===== config.mk =====
export PLATFORM = sky130hd
export DESIGN_NAME = mmio_bigreg_bridge
export DESIGN_NICKNAME = d
export VERILOG_FILES = /design/src/rtl/mmio_bigreg_bridge_pkg.sv /design/src/rtl/mmio_bigreg_bridge_timeout_ctr.sv /design/src/rtl/mmio_bigreg_bridge.sv
export SDC_FILE = /design/constraint.sdc
export NUM_CORES = 1
export LEC_CHECK = 0
export ABC_AREA = 1
export CAP_MARGIN = 10
export CORE_MARGIN = 2
export CORE_UTILIZATION = 23
export CTS_CLUSTER_DIAMETER = 30
export DETAILED_ROUTE_END_ITERATION = 10
export GPL_TIMING_DRIVEN = 0
export SLEW_MARGIN = 40
export SYNTH_ARGS = -nofsm -noshare
export SYNTH_HDL_FRONTEND = slang
export SYNTH_HIERARCHICAL = 1
export SYNTH_SLANG_ARGS = --single-unit

===== constraint.sdc =====
create_clock -name clk_i -period 2.1 [get_ports clk_i]
set_clock_uncertainty 0.2 [all_clocks]
set_input_delay 0.42 -clock clk_i [delete_from_list [all_inputs] [get_ports clk_i]]
set_output_delay 0.42 -clock clk_i [all_outputs]
set_load 0.01 [all_outputs]

===== src/rtl/mmio_bigreg_bridge_pkg.sv =====
// rtl/mmio_bigreg_bridge_pkg.sv - shared response codes, direction and FSM state types for the big-register bridge
package mmio_bigreg_bridge_pkg;

  localparam logic [1:0] RESP_OKAY   = 2'b00;
  localparam logic [1:0] RESP_SLVERR = 2'b10;
  localparam logic [1:0] RESP_DECERR = 2'b11;

  typedef enum logic {BIGREG_PS2RTL = 1'b0, BIGREG_RTL2PS = 1'b1} bigreg_dir_t;

  typedef enum logic {ST_IDLE, ST_PENDING} ps2rtl_state_t;
  typedef enum logic {ST_EMPTY, ST_FULL} rtl2ps_state_t;

endpackage


===== src/rtl/mmio_bigreg_bridge_timeout_ctr.sv =====
// rtl/mmio_bigreg_bridge_timeout_ctr.sv - stale partial-write counter: load, decrement, expire
module bigreg_timeout_ctr #(
  parameter int TIMEOUT_CYCLES = 1024
) (
  input  logic clk_i,
  input  logic rst_i,
  input  logic load_i,
  input  logic dec_i,
  output logic expire_o
);

  localparam int CW = $clog2(TIMEOUT_CYCLES) + 1;

  logic [CW-1:0] cnt_q, cnt_d;

  // A load in the expiry cycle suppresses the expiry.
  assign expire_o = dec_i && !load_i && (cnt_q == '0);

  always_comb begin
    cnt_d = cnt_q;
    if (load_i) begin
      cnt_d = CW'(TIMEOUT_CYCLES - 1);
    end else if (dec_i && (cnt_q != '0)) begin
      cnt_d = cnt_q - CW'(1);
    end
  end

  always_ff @(posedge clk_i) begin
    if (rst_i) begin
      cnt_q <= '0;
    end else begin
      cnt_q <= cnt_d;
    end
  end

endmodule


===== src/rtl/mmio_bigreg_bridge.sv =====
// rtl/mmio_bigreg_bridge.sv - MMIO word accesses to one wide big register with atomic commit / tear-free snapshot
// Optional stale partial-write timeout (DIR=0) enabled by BIGREG_TIMEOUT_EN.
module mmio_bigreg_bridge
  import mmio_bigreg_bridge_pkg::*;
#(
  parameter int NUM_WORDS      = 8,
  parameter int WORD_WIDTH     = 16,
  parameter int DIR            = 0,
  parameter int TIMEOUT_CYCLES = 1024
) (
  input  logic                            clk_i,
  input  logic                            rst_i,
  input  logic                            ps_wr_en_i,
  input  logic [$clog2(NUM_WORDS+1):0]    ps_wr_idx_i,
  input  logic [WORD_WIDTH-1:0]           ps_wr_data_i,
  output logic [1:0]                      ps_wr_resp_o,
  output logic                            ps_wr_resp_valid_o,
  input  logic                            ps_rd_en_i,
  input  logic [$clog2(NUM_WORDS+1):0]    ps_rd_idx_i,
  output logic [WORD_WIDTH-1:0]           ps_rd_data_o,
  output logic                            ps_rd_valid_o,
  output logic [NUM_WORDS*WORD_WIDTH-1:0] rtl_out_data_o,
  output logic                            rtl_out_valid_o,
  input  logic                            rtl_out_ready_i,
  input  logic [NUM_WORDS*WORD_WIDTH-1:0] rtl_in_data_i,
  input  logic                            rtl_in_valid_i,
  output logic                            rtl_in_ready_o,
  output logic                            timeout_err_o
);

  localparam int IW = $clog2(NUM_WORDS + 1) + 1;
  localparam logic [IW-1:0] VIDX = IW'(NUM_WORDS);
  localparam bigreg_dir_t MODE = (DIR == 0) ? BIGREG_PS2RTL : BIGREG_RTL2PS;

  // words_q is the staging area (DIR=0) or the frozen snapshot (DIR=1).
  logic [NUM_WORDS-1:0][WORD_WIDTH-1:0] words_q, words_d, out_q, out_d;
  logic [NUM_WORDS-1:0] fresh_q, fresh_d;
  ps2rtl_state_t        pst_q, pst_d;
  rtl2ps_state_t        rst_st_q, rst_st_d;
  logic                 out_valid_q, out_valid_d, in_ready_q, in_ready_d;
  logic [1:0]           wr_resp_q, wr_resp_d;
  logic                 wr_resp_valid_q, wr_resp_valid_d;
  logic [WORD_WIDTH-1:0] rd_data_q, rd_data_d;
  logic                 rd_valid_q, rd_valid_d, timeout_err_q, timeout_err_d;
  logic                 word_wr, all_fresh, partial, expire;

  assign word_wr   = ps_wr_en_i && (ps_wr_idx_i < VIDX);
  assign all_fresh = &fresh_q;
  assign partial   = (|fresh_q) && !all_fresh;

`ifdef BIGREG_TIMEOUT_EN
  bigreg_timeout_ctr #(
    .TIMEOUT_CYCLES(TIMEOUT_CYCLES)
  ) u_timeout_ctr (
    .clk_i   (clk_i),
    .rst_i   (rst_i),
    .load_i  ((MODE == BIGREG_PS2RTL) && word_wr),
    .dec_i   ((MODE == BIGREG_PS2RTL) && partial),
    .expire_o(expire)
  );
`else
  assign expire = 1'b0;
`endif

  always_comb begin
    words_d         = words_q;
    out_d           = out_q;
    fresh_d         = fresh_q;
    pst_d           = pst_q;
    rst_st_d        = rst_st_q;
    out_valid_d     = out_valid_q;
    in_ready_d      = 1'b0;
    wr_resp_d       = RESP_OKAY;
    wr_resp_valid_d = ps_wr_en_i;
    rd_data_d       = '0;
    rd_valid_d      = ps_rd_en_i;
    timeout_err_d   = 1'b0;
    if (MODE == BIGREG_PS2RTL) begin
      if (expire) begin
        fresh_d       = '0;
        timeout_err_d = 1'b1;
      end
      if ((pst_q == ST_PENDING) && out_valid_q && rtl_out_ready_i) begin
        pst_d       = ST_IDLE;
        out_valid_d = 1'b0;
      end
      if (ps_wr_en_i) begin
        if (ps_wr_idx_i > VIDX) begin
          wr_resp_d = RESP_DECERR;
        end else if (ps_wr_idx_i == VIDX) begin
          // A same-cycle handshake frees the slot, so the commit may take it.
          if (all_fresh && (pst_d == ST_IDLE)) begin
            out_d       = words_q;
            fresh_d     = '0;
            out_valid_d = 1'b1;
            pst_d       = ST_PENDING;
          end else begin
            wr_resp_d = RESP_SLVERR;
          end
        end else begin
          for (int i = 0; i < NUM_WORDS; i++) begin
            if (ps_wr_idx_i == IW'(i)) begin
              words_d[i] = ps_wr_data_i;
              fresh_d[i] = 1'b1;
            end
          end
        end
      end
      if (ps_rd_en_i && (ps_rd_idx_i == VIDX)) begin
        rd_data_d = WORD_WIDTH'({pst_q == ST_PENDING, all_fresh});
      end
    end else begin
      if (rtl_in_valid_i && in_ready_q) begin
        words_d  = rtl_in_data_i;
        rst_st_d = ST_FULL;
      end
      if (ps_wr_en_i) begin
        if (ps_wr_idx_i > VIDX) begin
          wr_resp_d = RESP_DECERR;
        end else if (ps_wr_idx_i == VIDX) begin
          if (rst_st_q == ST_FULL) begin
            rst_st_d = ST_EMPTY;
          end
        end else begin
          wr_resp_d = RESP_SLVERR;
        end
      end
      if (ps_rd_en_i && (ps_rd_idx_i == VIDX)) begin
        rd_data_d = WORD_WIDTH'(rst_st_q == ST_FULL);
      end
      in_ready_d = (rst_st_d == ST_EMPTY);
    end
    if (ps_rd_en_i) begin
      for (int i = 0; i < NUM_WORDS; i++) begin
        if (ps_rd_idx_i == IW'(i)) begin
          rd_data_d = words_q[i];
        end
      end
    end
  end

  always_ff @(posedge clk_i) begin
    if (rst_i) begin
      words_q         <= '0;
      out_q           <= '0;
      fresh_q         <= '0;
      pst_q           <= ST_IDLE;
      rst_st_q        <= ST_EMPTY;
      out_valid_q     <= 1'b0;
      in_ready_q      <= 1'b0;
      wr_resp_q       <= RESP_OKAY;
      wr_resp_valid_q <= 1'b0;
      rd_data_q       <= '0;
      rd_valid_q      <= 1'b0;
      timeout_err_q   <= 1'b0;
    end else begin
      words_q         <= words_d;
      out_q           <= out_d;
      fresh_q         <= fresh_d;
      pst_q           <= pst_d;
      rst_st_q        <= rst_st_d;
      out_valid_q     <= out_valid_d;
      in_ready_q      <= in_ready_d;
      wr_resp_q       <= wr_resp_d;
      wr_resp_valid_q <= wr_resp_valid_d;
      rd_data_q       <= rd_data_d;
      rd_valid_q      <= rd_valid_d;
      timeout_err_q   <= timeout_err_d;
    end
  end

  assign ps_wr_resp_o       = wr_resp_q;
  assign ps_wr_resp_valid_o = wr_resp_valid_q;
  assign ps_rd_data_o       = rd_data_q;
  assign ps_rd_valid_o      = rd_valid_q;
  assign rtl_out_data_o     = out_q;
  assign rtl_out_valid_o    = out_valid_q;
  assign rtl_in_ready_o     = in_ready_q;
  assign timeout_err_o      = timeout_err_q;

endmodule


==> run summary <==
The type of the tightest min-delay check is reg -> reg. Across the run, the number of max-cap violations was 0. The worst register-to-register path begins at fresh_q[6]$_SDFFE_PP0P_. The setup violation total in the final timing report is 0.

The leftover overflow at the end of global routing came out at 0. The area of all sequential standard cells came out at between 0.005 and 0.006 mm2. The endpoint kind of the worst setup timing path is an output pin.

The highest ir drop seen on vdd is ~0.67 mV. Each instance of the synthesized netlist takes up on average about 8.2 um2. The tree is rooted in a sky130_fd_sc_hd__clkbuf_16.

The area of the multi-input gates is 0.00465 mm2. The worst setup path startpoint is rtl_out_data_o[61]$_SDFFE_PP0P_. The number of sinks handled by clock tree synthesis is 286. The total standard cell area after synthesis is between 0.01 and 0.015 mm2. The worst register-to-register path ends at rtl_out_data_o[93]$_SDFFE_PP0P_. In this run, CTS created clock tree buffers numbering 58.

The number of warnings issued by yosys came out at 6. The share of final-layout standard cells stronger than drive strength 1 came out at ~16%. In this run the worst setup path terminates at rtl_out_data_o[61]. Data on the critical path is required at its endpoint by 1480 ps. Before antenna repair, the detailed router went through 5 iterations.

The cell family contributing the most delay on the critical path is buffers and inverters. The number of ports placed on the die boundary came out at around 310. The power per unit of standard cell area is between 900 and 1000 mW/mm2. The weighted congestion at the end of routability-driven global placement came out at 0.898.

The power after layout is 15.7 mW. The count of hold buffers inserted by post-cts repair came out at 0. At the later pin of the worst-skew pair, clock insertion delay measures around 570 ps. The initial core utilization is 23.2%. In this run the number of cells on the critical path is 1. Sorting the synthesized cells by area gives the leading types as sky130_fd_sc_hd__dfxtp_1 (51%), sky130_fd_sc_hd__nor2_1 (8.7%), sky130_fd_sc_hd__a211oi_2 (8.0%), sky130_fd_sc_hd__o21ai_0 (6.3%), sky130_fd_sc_hd__a21oi_1 (5.2%).

Summed over all instances, the cell type with the most area after synthesis is sky130_fd_sc_hd__dfxtp_1. In the routed design, unresolved DRC markers number 0. The share of the clock period used by the worst path after layout is between 90 and 100%.

Entering global routing, the biggest net connects 15 pins. The worst-case clock buffer depth came out at 3. On the worst path, the slowest cell contributes a delay of roughly 560 ps. The total negative slack for setup checks is 0 ps. The post-layout worst setup margin came out at ~37 ps. The routed via count came out at approximately 11000. The synthesis-to-finish area growth is 43.6%. The number of antenna violations at the first check in global routing came out at 7. STA classifies the critical path startpoint as a flop. The aggregate routed wire length is 44.5 mm. The number of fillers in the final layout came out at 5026. The overall die area came out at 0.0511 mm2.

The via count of the first global-routing pass came out at 10464. Yosys mapped a number of flops with a built-in enable equal to 0. The placeable core region came out at a little under 0.05 mm2.

After detailed routing, the average wire length per cell comes to about 19 um. The slew at the pin with the worst max-slew slack came out at between 700 and 800 ps. The number of instances in the synthesized netlist is between 1000 and 1500. The worst-case hold slack came out at 251 ps. For this design, the slowest cell found on the critical path is sky130_fd_sc_hd__clkdlybuf4s50_1. The violation count after the first detailed-route iteration came out at 850.

The clock transition at the registers of the reported paths is about 50 ps. The cell leakage power came out at roughly 6.7 nW. In the routed layout, each cell is associated on average with a via count of about 4.5. In this run, synthesis produced a sequential element count of 286. The worst path buffer plus inverter count came out at 1. The highest clock rate came out at roughly 480 MHz. The number of levels in the clock H-tree came out at 2.

The horizontal die dimension is roughly 230 um. The worst setup path is of the reg -> out kind. By instance count, the leading cell after synthesis is sky130_fd_sc_hd__dfxtp_1. The async set-or-reset flop fraction in the synthesized netlist came out at 0%.

The remaining max-slew budget at the tightest pin is between 40% and 50%. The share of the yosys chip area belonging to registers came out at 50.5%. The floorplan has a little over 80 rows. The run finished with clean final reports. The critical path data arrival time is 1440 ps. Sorting the synthesized cells by how often they occur yields sky130_fd_sc_hd__dfxtp_1 (286), sky130_fd_sc_hd__nor2_1 (263), sky130_fd_sc_hd__inv_1 (149), sky130_fd_sc_hd__o21ai_0 (142), sky130_fd_sc_hd__a21oi_1 (117). The number of distinct library cell variants in the gate-level netlist after synthesis is 27. Setup repair after global routing could not meet its margin everywhere. The die is ~230 um tall. Global routing used around 17% of the available tracks across all layers. The cell count of the worst reg-to-reg path is 9.

The count of final max-slew check failures is 0. The number of port buffers is between 150 and 200. For this run, the share of the core covered by cells in the final layout is about a third. The signal on the critical path passes through clkdlybuf4s50_1. At the placement stage, the worst setup path has a slack of -804 ps. Along the worst path, the maximum fanout reaches 2. The final critical delay including setup and external delays is 2060 ps. The register-to-register setup slack came out at ~110 ps.

Among all flip-flop cells after synthesis, the most frequent one is sky130_fd_sc_hd__dfxtp_1. The sum of net half-perimeters after detailed placement came out at 33.6 mm. The number of hold violations in the final report is 0. Summed over its instances, the top area cell type makes up around half of the synthesized netlist area. The CTS tree is built. The final net count came out at about 1800.

The first global-routing pass estimated 65.1 mm of wire. Once detail routing completed, the nets flagged for antenna violations numbered 0.
## worst min path at each step
stage                       startpoint                      end  slack, ps  cells after the start
6_report       fresh_q[1]$_SDFFE_PP0P_  fresh_q[1]$_SDFFE_PP0P_        250                      2
5_1_grt        fresh_q[1]$_SDFFE_PP0P_  fresh_q[1]$_SDFFE_PP0P_        270                      2
4_1_cts        fresh_q[1]$_SDFFE_PP0P_  fresh_q[1]$_SDFFE_PP0P_        250                      2
3_5_place_dp   fresh_q[1]$_SDFFE_PP0P_  fresh_q[1]$_SDFFE_PP0P_        240                      2
3_3_place_gp   fresh_q[2]$_SDFFE_PP0P_  fresh_q[2]$_SDFFE_PP0P_        240                      2
2_1_floorplan  fresh_q[2]$_SDFFE_PP0P_  fresh_q[2]$_SDFFE_PP0P_        230                      2
## cells by family after synthesis
group | share of synthesized area [%]
compound gates | 21.4
buf+inv | 9.53
flops | 50.5
other cells | 0.0331
simple gates | 18.5
## metal layers
metal	vias up	routed length (um)	GRT usage (%)
met5	-	68	0
met4	10	1290	5.62
met3	73	3930	5.09
met2	387	19800	26.7
met1	5038	19400	22.0
li1	5113	-	-
## cell usage in the layout (no fill, tap or decap), types with 19 or more instances in the layout
cell / count
sky130_fd_sc_hd__dfxtp_1: 286
sky130_fd_sc_hd__nor2_1: 247
sky130_fd_sc_hd__inv_1: 147
sky130_fd_sc_hd__o21ai_0: 141
sky130_fd_sc_hd__a21oi_1: 117
sky130_fd_sc_hd__nand2_1: 104
sky130_fd_sc_hd__dlygate4sd2_1: 92
sky130_fd_sc_hd__a211oi_2: 73
sky130_fd_sc_hd__nor3_1: 70
sky130_fd_sc_hd__clkdlybuf4s50_1: 63
sky130_fd_sc_hd__clkbuf_16: 62
sky130_fd_sc_hd__clkbuf_1: 56
sky130_fd_sc_hd__dlymetal6s2s_1: 23
sky130_fd_sc_hd__a211oi_1: 19
## report_power, final
part / switching (mW) / internal, mW / total, mW
sequential: 0.0245 / 5.48 / 5.51
clock: 3.10 / 6.63 / 9.73
combinational: 0.360 / 0.137 / 0.497
total: 3.48 / 12.2 / 15.7
## registers in the layout, summed over array words and instances (netlist names)
name,flops
words_q,128
pst_q,1
ps_wr_resp_o,2
rtl_out_valid_o,1
ps_wr_resp_valid_o,1
ps_rd_valid_o,1
ps_rd_data_o,16
fresh_q,8
rtl_out_data_o,128
## per-stage QoR
step | cell area (um2) | std cells
after detailed placement | 13900 | 2230
after global placement | 13900 | 2230
after global routing | 16300 | 2346
after floorplan | 11300 | 1388
final | 16300 | 2348
after CTS | 16000 | 2339
## final cells by class
type	instances	area share, %
clock inverter	36	2.87
sequential	286	35.2
tap	664	5.11
clock buffer	72	10.1
timing repair buffer	186	11.2
buffer	93	3.28
inverter	154	3.60
multi-input combinational	855	28.6
antenna	2	0.0308
## timing repair
item                       4_1_cts  5_1_grt
pin swaps                        1        7
buffers inserted                 1        6
cloned                           0        1
setup endpoints to repair      250      187
gates resized for setup        107       63
No activity file was read; power rests on OpenSTA's default activity.
